<file path="src/rtl/calc_pkg.sv">
// Shared types and sizing helpers for the button accumulator calculator.
package calc_pkg;

  localparam int unsigned DEF_WIDTH = 16;
  localparam int unsigned DEF_DEPTH = 4;
  localparam int unsigned SHAMT_W   = $clog2(DEF_WIDTH);
  localparam int unsigned CNT_W     = $clog2(DEF_DEPTH + 1);

  typedef enum logic [2:0] {
    OP_AND = 3'b000,
    OP_OR  = 3'b001,
    OP_ADD = 3'b010,
    OP_SUB = 3'b011,
    OP_LT  = 3'b100,
    OP_LSL = 3'b101,
    OP_ASR = 3'b110,
    OP_XOR = 3'b111
  } op_e;

  function automatic int unsigned shamt_width(input int unsigned width);
    return $clog2(width);
  endfunction

  function automatic int unsigned cnt_width(input int unsigned depth);
    return $clog2(depth + 1);
  endfunction

endpackage

</file>
<file path="src/rtl/calc_acc_undo_if.sv">
// Board-side signal bundle: buttons and switches in, LED bank and flags out.
interface calc_acc_undo_if #(
  parameter int unsigned WIDTH = 16,
  parameter int unsigned DEPTH = 4
);
  localparam int unsigned CNT_W = $clog2(DEPTH + 1);

  logic             btnl;
  logic             btnc;
  logic             btnr;
  logic             btnd;
  logic             btn_undo;
  logic [WIDTH-1:0] sw;
  logic [WIDTH-1:0] led;
  logic             ovf;
  logic             zero;
  logic [CNT_W-1:0] undo_cnt;

  modport master (
    output btnl, btnc, btnr, btnd, btn_undo, sw,
    input  led, ovf, zero, undo_cnt
  );

  modport slave (
    input  btnl, btnc, btnr, btnd, btn_undo, sw,
    output led, ovf, zero, undo_cnt
  );
endinterface

</file>
<file path="src/rtl/calc_alu.sv">
// Combinational ALU: one result per op select, plus signed overflow for ADD/SUB.
module calc_alu
  import calc_pkg::*;
#(
  parameter int unsigned WIDTH = 16
) (
  input  logic [WIDTH-1:0] a,
  input  logic [WIDTH-1:0] b,
  input  op_e              op,
  output logic [WIDTH-1:0] result,
  output logic             ovf
);
  localparam int unsigned SH_W = shamt_width(WIDTH);

  logic [WIDTH-1:0] sum;
  logic [WIDTH-1:0] diff;
  logic [SH_W-1:0]  shamt;
  logic             lt;

  assign sum   = a + b;
  assign diff  = a - b;
  assign shamt = b[SH_W-1:0];
  assign lt    = $signed(a) < $signed(b);

  always_comb begin
    result = '0;
    ovf    = 1'b0;
    case (op)
      OP_AND: result = a & b;
      OP_OR:  result = a | b;
      OP_ADD: begin
        result = sum;
        ovf    = (a[WIDTH-1] == b[WIDTH-1]) && (sum[WIDTH-1] != a[WIDTH-1]);
      end
      OP_SUB: begin
        result = diff;
        ovf    = (a[WIDTH-1] != b[WIDTH-1]) && (diff[WIDTH-1] != a[WIDTH-1]);
      end
      OP_LT:  result = {{(WIDTH-1){1'b0}}, lt};
      OP_LSL: result = a << shamt;
      OP_ASR: result = WIDTH'($signed(a) >>> shamt);
      OP_XOR: result = a ^ b;
      default: result = '0;
    endcase
  end
endmodule

</file>
<file path="src/rtl/calc_acc_undo.sv">
// Accumulator calculator: edge-triggered execute and undo over a circular history.
module calc_acc_undo
  import calc_pkg::*;
#(
  parameter int unsigned WIDTH = 16,
  parameter int unsigned DEPTH = 4
) (
  input logic            clk,
  input logic            btnu,
  calc_acc_undo_if.slave bus
);
  localparam int unsigned CNT_W = cnt_width(DEPTH);
  localparam int unsigned PTR_W = (DEPTH > 1) ? $clog2(DEPTH) : 1;
  localparam logic [PTR_W-1:0] LAST  = PTR_W'(DEPTH - 1);
  localparam logic [CNT_W-1:0] FULL  = CNT_W'(DEPTH);

  logic             btnd_q;
  logic             undo_q;
  logic [WIDTH-1:0] acc_q, acc_d;
  logic             ovf_q, ovf_d;
  logic [PTR_W-1:0] head_q, head_d;
  logic [PTR_W-1:0] top_idx;
  logic [CNT_W-1:0] cnt_q, cnt_d;
  logic [WIDTH-1:0] hist [DEPTH];

  logic             exec_c;
  logic             undo_c;
  op_e              op_c;
  logic [WIDTH-1:0] alu_res;
  logic             alu_ovf;

  // Execute beats undo: a coincident undo edge is simply dropped.
  assign exec_c  = bus.btnd & ~btnd_q;
  assign undo_c  = bus.btn_undo & ~undo_q & (cnt_q != '0) & ~exec_c;
  assign op_c    = op_e'({bus.btnl, bus.btnc, bus.btnr});
  assign top_idx = (head_q == '0) ? LAST : head_q - PTR_W'(1);

  calc_alu #(.WIDTH(WIDTH)) u_alu (
    .a      (acc_q),
    .b      (bus.sw),
    .op     (op_c),
    .result (alu_res),
    .ovf    (alu_ovf)
  );

  // Next-state for accumulator, flag and history bookkeeping.
  always_comb begin
    acc_d  = acc_q;
    ovf_d  = ovf_q;
    head_d = head_q;
    cnt_d  = cnt_q;
    if (exec_c) begin
      acc_d  = alu_res;
      ovf_d  = alu_ovf;
      head_d = (head_q == LAST) ? '0 : head_q + PTR_W'(1);
      cnt_d  = (cnt_q == FULL) ? cnt_q : cnt_q + CNT_W'(1);
    end else if (undo_c) begin
      acc_d  = hist[top_idx];
      ovf_d  = 1'b0;
      head_d = top_idx;
      cnt_d  = cnt_q - CNT_W'(1);
    end
  end

  always_ff @(posedge clk) begin
    if (btnu) begin
      btnd_q <= 1'b0;
      undo_q <= 1'b0;
      acc_q  <= '0;
      ovf_q  <= 1'b0;
      head_q <= '0;
      cnt_q  <= '0;
    end else begin
      btnd_q <= bus.btnd;
      undo_q <= bus.btn_undo;
      acc_q  <= acc_d;
      ovf_q  <= ovf_d;
      head_q <= head_d;
      cnt_q  <= cnt_d;
    end
  end

  // History storage is plain RAM; validity is tracked by cnt_q alone.
  always_ff @(posedge clk) begin
    if (!btnu && exec_c) hist[head_q] <= acc_q;
  end

  assign bus.led      = acc_q;
  assign bus.ovf      = ovf_q;
  assign bus.undo_cnt = cnt_q;
  assign bus.zero     = (acc_q == '0);
endmodule

</file>
<file path="src/flat_wrapper.sv">
// flat-port wrapper written by rule: the top's interface ports become plain ports
module calc_acc_undo_flat import calc_pkg::*;
#(
  parameter int unsigned WIDTH = 16,
  parameter int unsigned DEPTH = 4
)
  (clk, btnu, bus_btnl, bus_btnc, bus_btnr, bus_btnd, bus_btn_undo, bus_sw, bus_led, bus_ovf, bus_zero, bus_undo_cnt);
  calc_acc_undo_if #(.WIDTH(WIDTH), .DEPTH(DEPTH)) bus_i ();
  input logic clk;
  input logic btnu;
  input wire logic [$bits(bus_i.btnl)-1:0] bus_btnl;
  input wire logic [$bits(bus_i.btnc)-1:0] bus_btnc;
  input wire logic [$bits(bus_i.btnr)-1:0] bus_btnr;
  input wire logic [$bits(bus_i.btnd)-1:0] bus_btnd;
  input wire logic [$bits(bus_i.btn_undo)-1:0] bus_btn_undo;
  input wire logic [$bits(bus_i.sw)-1:0] bus_sw;
  output wire logic [$bits(bus_i.led)-1:0] bus_led;
  output wire logic [$bits(bus_i.ovf)-1:0] bus_ovf;
  output wire logic [$bits(bus_i.zero)-1:0] bus_zero;
  output wire logic [$bits(bus_i.undo_cnt)-1:0] bus_undo_cnt;
  assign bus_i.btnl = bus_btnl;
  assign bus_i.btnc = bus_btnc;
  assign bus_i.btnr = bus_btnr;
  assign bus_i.btnd = bus_btnd;
  assign bus_i.btn_undo = bus_btn_undo;
  assign bus_i.sw = bus_sw;
  assign bus_led = bus_i.led;
  assign bus_ovf = bus_i.ovf;
  assign bus_zero = bus_i.zero;
  assign bus_undo_cnt = bus_i.undo_cnt;
  calc_acc_undo #(.WIDTH(WIDTH), .DEPTH(DEPTH)) u_core (.clk(clk), .btnu(btnu), .bus(bus_i));
endmodule
</file>
<file path="config.mk">
export PLATFORM = sky130hd
export DESIGN_NAME = calc_acc_undo_flat
export DESIGN_NICKNAME = d
export VERILOG_FILES = /design/src/rtl/calc_pkg.sv /design/src/rtl/calc_acc_undo_if.sv /design/src/rtl/calc_alu.sv /design/src/rtl/calc_acc_undo.sv /design/src/flat_wrapper.sv
export SDC_FILE = /design/constraint.sdc
export NUM_CORES = 1
export LEC_CHECK = 0
export CORE_MARGIN = 1
export CORE_UTILIZATION = 30
export DETAILED_ROUTE_END_ITERATION = 8
export PLACE_DENSITY = 0.53
export SYNTH_ARGS = -nofsm -noshare
export SYNTH_HDL_FRONTEND = slang
export SYNTH_SLANG_ARGS = --single-unit
</file>
<file path="constraint.sdc">
create_clock -name clk -period 7.9 [get_ports clk]
set_input_delay 1.185 -clock clk [delete_from_list [all_inputs] [get_ports clk]]
set_output_delay 1.185 -clock clk [all_outputs]
set_load 0.005 [all_outputs]
</file>
# Yosys cells after proc, flatten, opt, wreduce, memory -nomap -nowiden
# Memories as Yosys holds them, arrays and structs flattened.
# Index checks and enable logic that the tools add are counted.
# word_totals
reg_bits	24
ram_bits	64
in_bits	23
out_inout_bits	21
elab_cells	65
mem_count	1
# classes
n_addsub	6
order_cmp	1
eq_ne	14
n_shift	2
muxes	15
n_bitwise	10
n_reduce_logical	10
# mem_list
memory	depth	word_bits	rd	rd_clocked_by_memory_dff	wr	line	rtl
u_core.hist	4	16	1	0	1	calc_acc_undo.sv:24	logic [WIDTH-1:0] hist [DEPTH];
# op_table
operator	count
one-hot mux 16 bit (8 select lines)	1
2-to-1 mux 16 bit	2
adder 16 bit	1
bitwise AND 16 bit	1
zero test 16 bit	1
less-than comparator 16 bit	1
OR 16 bit	1
left shift 16 x 4 -> 16 bit	1
>>> shifter 16 x 4 -> 16 bit	1
subtractor 16 bit	1
XOR 16 bit	1
== test 3 bit, second input constant	5
2-to-1 mux 3 bit	3
2-to-1 mux 2 bit	4
== test 3 x 2 -> 1 bit, second input constant	2
bitwise AND 1 bit	4
2-to-1 mux 1 bit	4
adder 3 x 1 -> 3 bit, second input constant	1
== test 3 x 1 -> 1 bit, second input constant	1
logical AND 1 bit	3
zero test 3 bit	1
inequality test 1 bit	3
inverter 1 bit	3
nonzero test 3 bit	1
other kinds (11)	11

# Logic depth before layout (Yosys ltp)
# logic_depth
ltp_word	6
ltp_mapped	12
mapped_depth_nobuf	10

# Cells and area by module
# Synthesis repeated with hierarchy kept, for this count alone.
# unflattened
hier_cells	830
hier_area_um2	7634.8
# by_module_without_submodules
mod	instances	cells_per_inst	area_per_inst_um2	seq_area_each_um2
calc_alu	1	590	4016.4	0.0
calc_acc_undo	1	240	3618.5	2402.3

# Least setup slack after synthesis
# No wires, ideal clock.
# synth_path
kind	input port to flip-flop
startpoint	in bus_sw[3]
endpoint	reg u_core.acc_q[14], in the netlist u_core.bus.led[14]
setup_time_ps	133
arrival_time_ps	3284
required_time_ps	7767
setup_slack_ps	4482
cell_stages	12
n_path_buf	3
path_cell_list	clkbuf_1 -> inv_1 -> clkbuf_8 -> ha_1 -> buf_2 -> nand2b_1 -> o311ai_1 -> a2111o_1 -> a22o_1 -> or2_2 -> nand3_1 -> a41oi_1
# synth_between
elab_chain_cells	3
word_cells_on_any_way	6
# synth_lines
item	line	rtl
start, declared	flat_wrapper.sv:16	input wire logic [$bits(bus_i.sw)-1:0] bus_sw;
subtractor 16 bit, or another cell as far along	calc_alu.sv:21	assign diff = a - b;
one-hot mux 16 bit (8 select lines) *	calc_alu.sv:28	case (op)
2-to-1 mux 16 bit *	calc_acc_undo.sv:52	if (exec_c) begin
end signal, assigned	calc_acc_undo.sv:69	acc_q <= '0;
end signal, assigned	calc_acc_undo.sv:76	acc_q <= acc_d;
end, declared	calc_acc_undo.sv:19	logic [WIDTH-1:0] acc_q, acc_d;
# Mark *: on every way between the ends. The rest lies on a longest branch, timed or not.
# A chain may end at the register's enable or synchronous reset.

# Worst setup path in the final report
# layout_path
startpoint	in bus_sw[2]
endpoint	reg u_core.ovf_q, in the netlist u_core.bus.ovf
# layout_between
elab_chain_cells	5
word_cells_on_any_way	8
# layout_lines
item	line	rtl
subtractor 16 bit / adder 16 bit (equally long branches)	calc_alu.sv:21, calc_alu.sv:20	
inequality test 1 bit (on tied branches)	calc_alu.sv:37, calc_alu.sv:33	
logical AND 1 bit (on tied branches)	calc_alu.sv:37, calc_alu.sv:33	
one-hot mux 1 bit (2 select lines) *	calc_alu.sv:28	
2-to-1 mux 1 bit *	calc_acc_undo.sv:52	
end signal, assigned	calc_acc_undo.sv:77	ovf_q <= ovf_d;
end, declared	calc_acc_undo.sv:20	logic ovf_q, ovf_d;
# Marks and branches as above.

==> flow_metrics.tcl <==
set metrics [dict create \
    syn-num-nets 887 \
    grt_max_degree 45 \
    setup_tns_ns 0 \
    vias 6666 \
    die_h_um 163 \
    required_ns 8.15 \
    cts_buffers 9 \
    worst_slew_pin_slew_ns 1.16 \
    period_minus_slack_ns 4.43 \
    ant_nets 0 \
    hpwl_mm 18.6 \
    drc 0 \
    io_pins 44 \
    slowest_delay_ns 0.58 \
    p_per_area_nw_per_um2 211 \
    grt_pass1_vias 6362 \
    cts_resized 0 \
    vias_per_cell 5.86 \
    maxCapViolCount 0 \
    critical_path.cell_chain "clkdlybuf4s50_1 -> buf_4 -> clkinv_1 -> ha_1 -> nor3_1 -> o31ai_1 -> nand2_1 -> a31oi_2 -> a2bb2oi_1 -> a221o_1 -> a32o_1" \
    cts_tree "done" \
    synth_top_cells_by_area "edfxtp_1 25%, ha_1 9.7%, mux4_2 9.0%" \
    syn_to_final_growth_pct 10.7 \
    dr.pass1.iters 5 \
    crit_slowest_cell "ha_1" \
    hold_ws_ns 0.522 \
    max_freq_mhz 226 \
    arrival_ns 4.68 \
    clock-sinks 88 \
    setup_violations 0 \
    syn-cell-area_um2 7780 \
    yosys_warnings 0 \
    ys.flop_type "edfxtp_1" \
    synth.top_cell.area_share_pct 24.7 \
    rows 58 \
    period_share_pct 56.1 \
    clk_latency_ns 0.37 \
    post_cts.repair.setup_buffers 0 \
    startpoint_type "input port" \
    diodes 0 \
    clk_root_buffer_cell "clkbuf_16" \
    wl_per_cell_um 23.0 \
    drtIter0Drc 635 \
    synth_edf_count 64 \
    timing.slew.headroom_pct 22.5 \
    die_w_um 163 \
    p_leak_nw 3.21 \
    worst_setup_path_end_kind "flop" \
    peakVddDrop_uv 99.4 \
    slew_violations 0 \
    synthDistinctLibCells 76 \
    drive_gt1_share_pct 11.5 \
    fin_worst_skew_ns 0.0167 \
    synth_most_common_cell "edfxtp_1" \
    critical_path_class "in2reg" \
    path_clk_slew_ns 0.07 \
    htreeDepth 3 \
    synth-seq-cells 88 \
    die_area_um2 26600 \
    fin_nets 889 \
    avgSynthCellArea_um2 9.71 \
    grt_overflow 0 \
    grt_setup_unrepaired "no" \
    antenna_found_initial 0 \
    hold_class "reg2reg" \
    synthTopCellsByCount "64 x edfxtp_1, 60 x ha_1, 60 x nand2_1" \
    postSynthCellCount 801 \
    cp_max_fo 44 \
    core-area_um2 25300 \
    ctsHoldBuffers 0 \
    yosysTopAreaCell "edfxtp_1" \
    grt_pass1_wl_mm 39.9 \
    hold_viol 0 \
    wl_mm 26.1 \
    grt_usage_pct 20.2 \
    synth-async-reset-ratio_pct 0 \
    ctsLongestPathBuffers 2 \
    portBuffers 43 \
    status "completed" \
    place_congestion 0.981 \
    start_util_pct 30.7 \
    ys_seq_area_share_pct 30.9 \
]
==> placed cells by master, fill, tap and decap left out, types with 4 or more instances in the layout <==
master,instances
edfxtp_1,64
nand2_1,60
ha_1,60
a21oi_1,57
inv_1,53
nor2_1,53
o21ai_0,44
clkdlybuf4s50_1,42
mux4_2,31
mux2i_1,26
dfxtp_1,24
nor3_1,21
nand3_1,17
a31oi_1,17
buf_4,17
a211oi_1,15
o211ai_1,12
nor4_1,11
xnor2_1,10
nor2b_1,9
mux2_2,9
o22ai_1,9
xor2_1,9
and3_1,9
clkbuf_16,9
a221oi_1,8
mux4_1,7
nand2b_1,6
and2_1,5
o21bai_1,5
or2_2,5
o31ai_1,4
a32oi_1,4
o21a_1,4
or3_1,4
a2111oi_0,4
a21o_1,4
inv_6,4
==> metrics by stage <==
stage               util (%)  instance area (um2)  instances  total power, mW  worst slack (ns)
floorplan                  -                 7780        801             1.12              4.48
global placement        32.8                 8320       1122             1.38              3.18
detailed placement      32.8                 8320       1122             1.37              3.15
CTS                     34.0                 8610       1138             1.82              3.53
global route            34.0                 8610       1138             1.91              3.24
finish                  34.0                 8610       1138             1.81              3.47
==> flip-flops by register name, summed over array words and instances (netlist names) <==
| name | flops |
|---|---|
| u_core.bus.ovf | 1 |
| u_core.hist | 64 |
| u_core.bus.led | 16 |
| u_core.undo_q | 1 |
| u_core.bus.undo_cnt | 3 |
| u_core.head_q | 2 |
| u_core.btnd_q | 1 |
==> worst max-delay path: cells and delay by family <==
kind / cells / cell delay [ns]
adder cells (fa/ha/maj): 1 / 0.58
buffers and inverters: 3 / 1.22
AO/OA/AOI/OAI: 5 / 1.42
AND/OR/NAND/NOR: 2 / 0.27
==> worst paths after layout <==
| check | to | from | cells after the start | slack [ns] |
|---|---|---|---|---|
| max | u_core.bus.ovf$_SDFFE_PP0P_ | bus_sw[2] | 11 | 3.47 |
| min | u_core.head_q[0]$_SDFFE_PP0P_ | u_core.head_q[0]$_SDFFE_PP0P_ | 1 | 0.52 |
| max reg2reg | u_core.bus.led[11]$_SDFFE_PP0P_ | u_core.bus.led[9]$_SDFFE_PP0P_ | 9 | 4.51 |
| min reg2reg | u_core.head_q[0]$_SDFFE_PP0P_ | u_core.head_q[0]$_SDFFE_PP0P_ | 1 | 0.52 |
==> power breakdown <==
group	internal, mW	leakage, nW	switching [mW]
registers	0.546	0.790	0.0832
clock network	0.223	0.145	0.215
logic	0.319	2.28	0.426
total	1.09	3.21	0.725
==> cell families (layout without fill, tap and decap cells) <==
| family | Yosys count | in the layout | synth area share, % |
|---|---|---|---|
| compound gates | 226 | 226 | 19.5 |
| xor+xnor | 19 | 19 | 2.14 |
| fa+ha+maj | 63 | 63 | 10.4 |
| buf+inv | 123 | 130 | 8.09 |
| flops | 88 | 88 | 30.9 |
| mux | 75 | 75 | 16.4 |
| simple gates | 207 | 207 | 12.6 |
==> layer usage <==
metal / vias up / part of all wire, % / GRT usage, %
li1: 3009 / - / -
met1: 3311 / 45 / 27.7
met2: 286 / 46 / 30.6
met3: 60 / 5.8 / 3.50
met4: 0 / 3.9 / 9.69
met5: - / 0 / 0
==> area by class of cell <==
type	count	area [um2]
Clock inverter	7	66.3
Fill cell	2571	16700
Inverter	54	203
Timing Repair Buffer	60	553
Clock buffer	9	225
Sequential cell	88	2400
Multi-Input combinational cell	590	4750
Tap cell	330	413
Note: power is estimated with default switching activity, not from simulation.
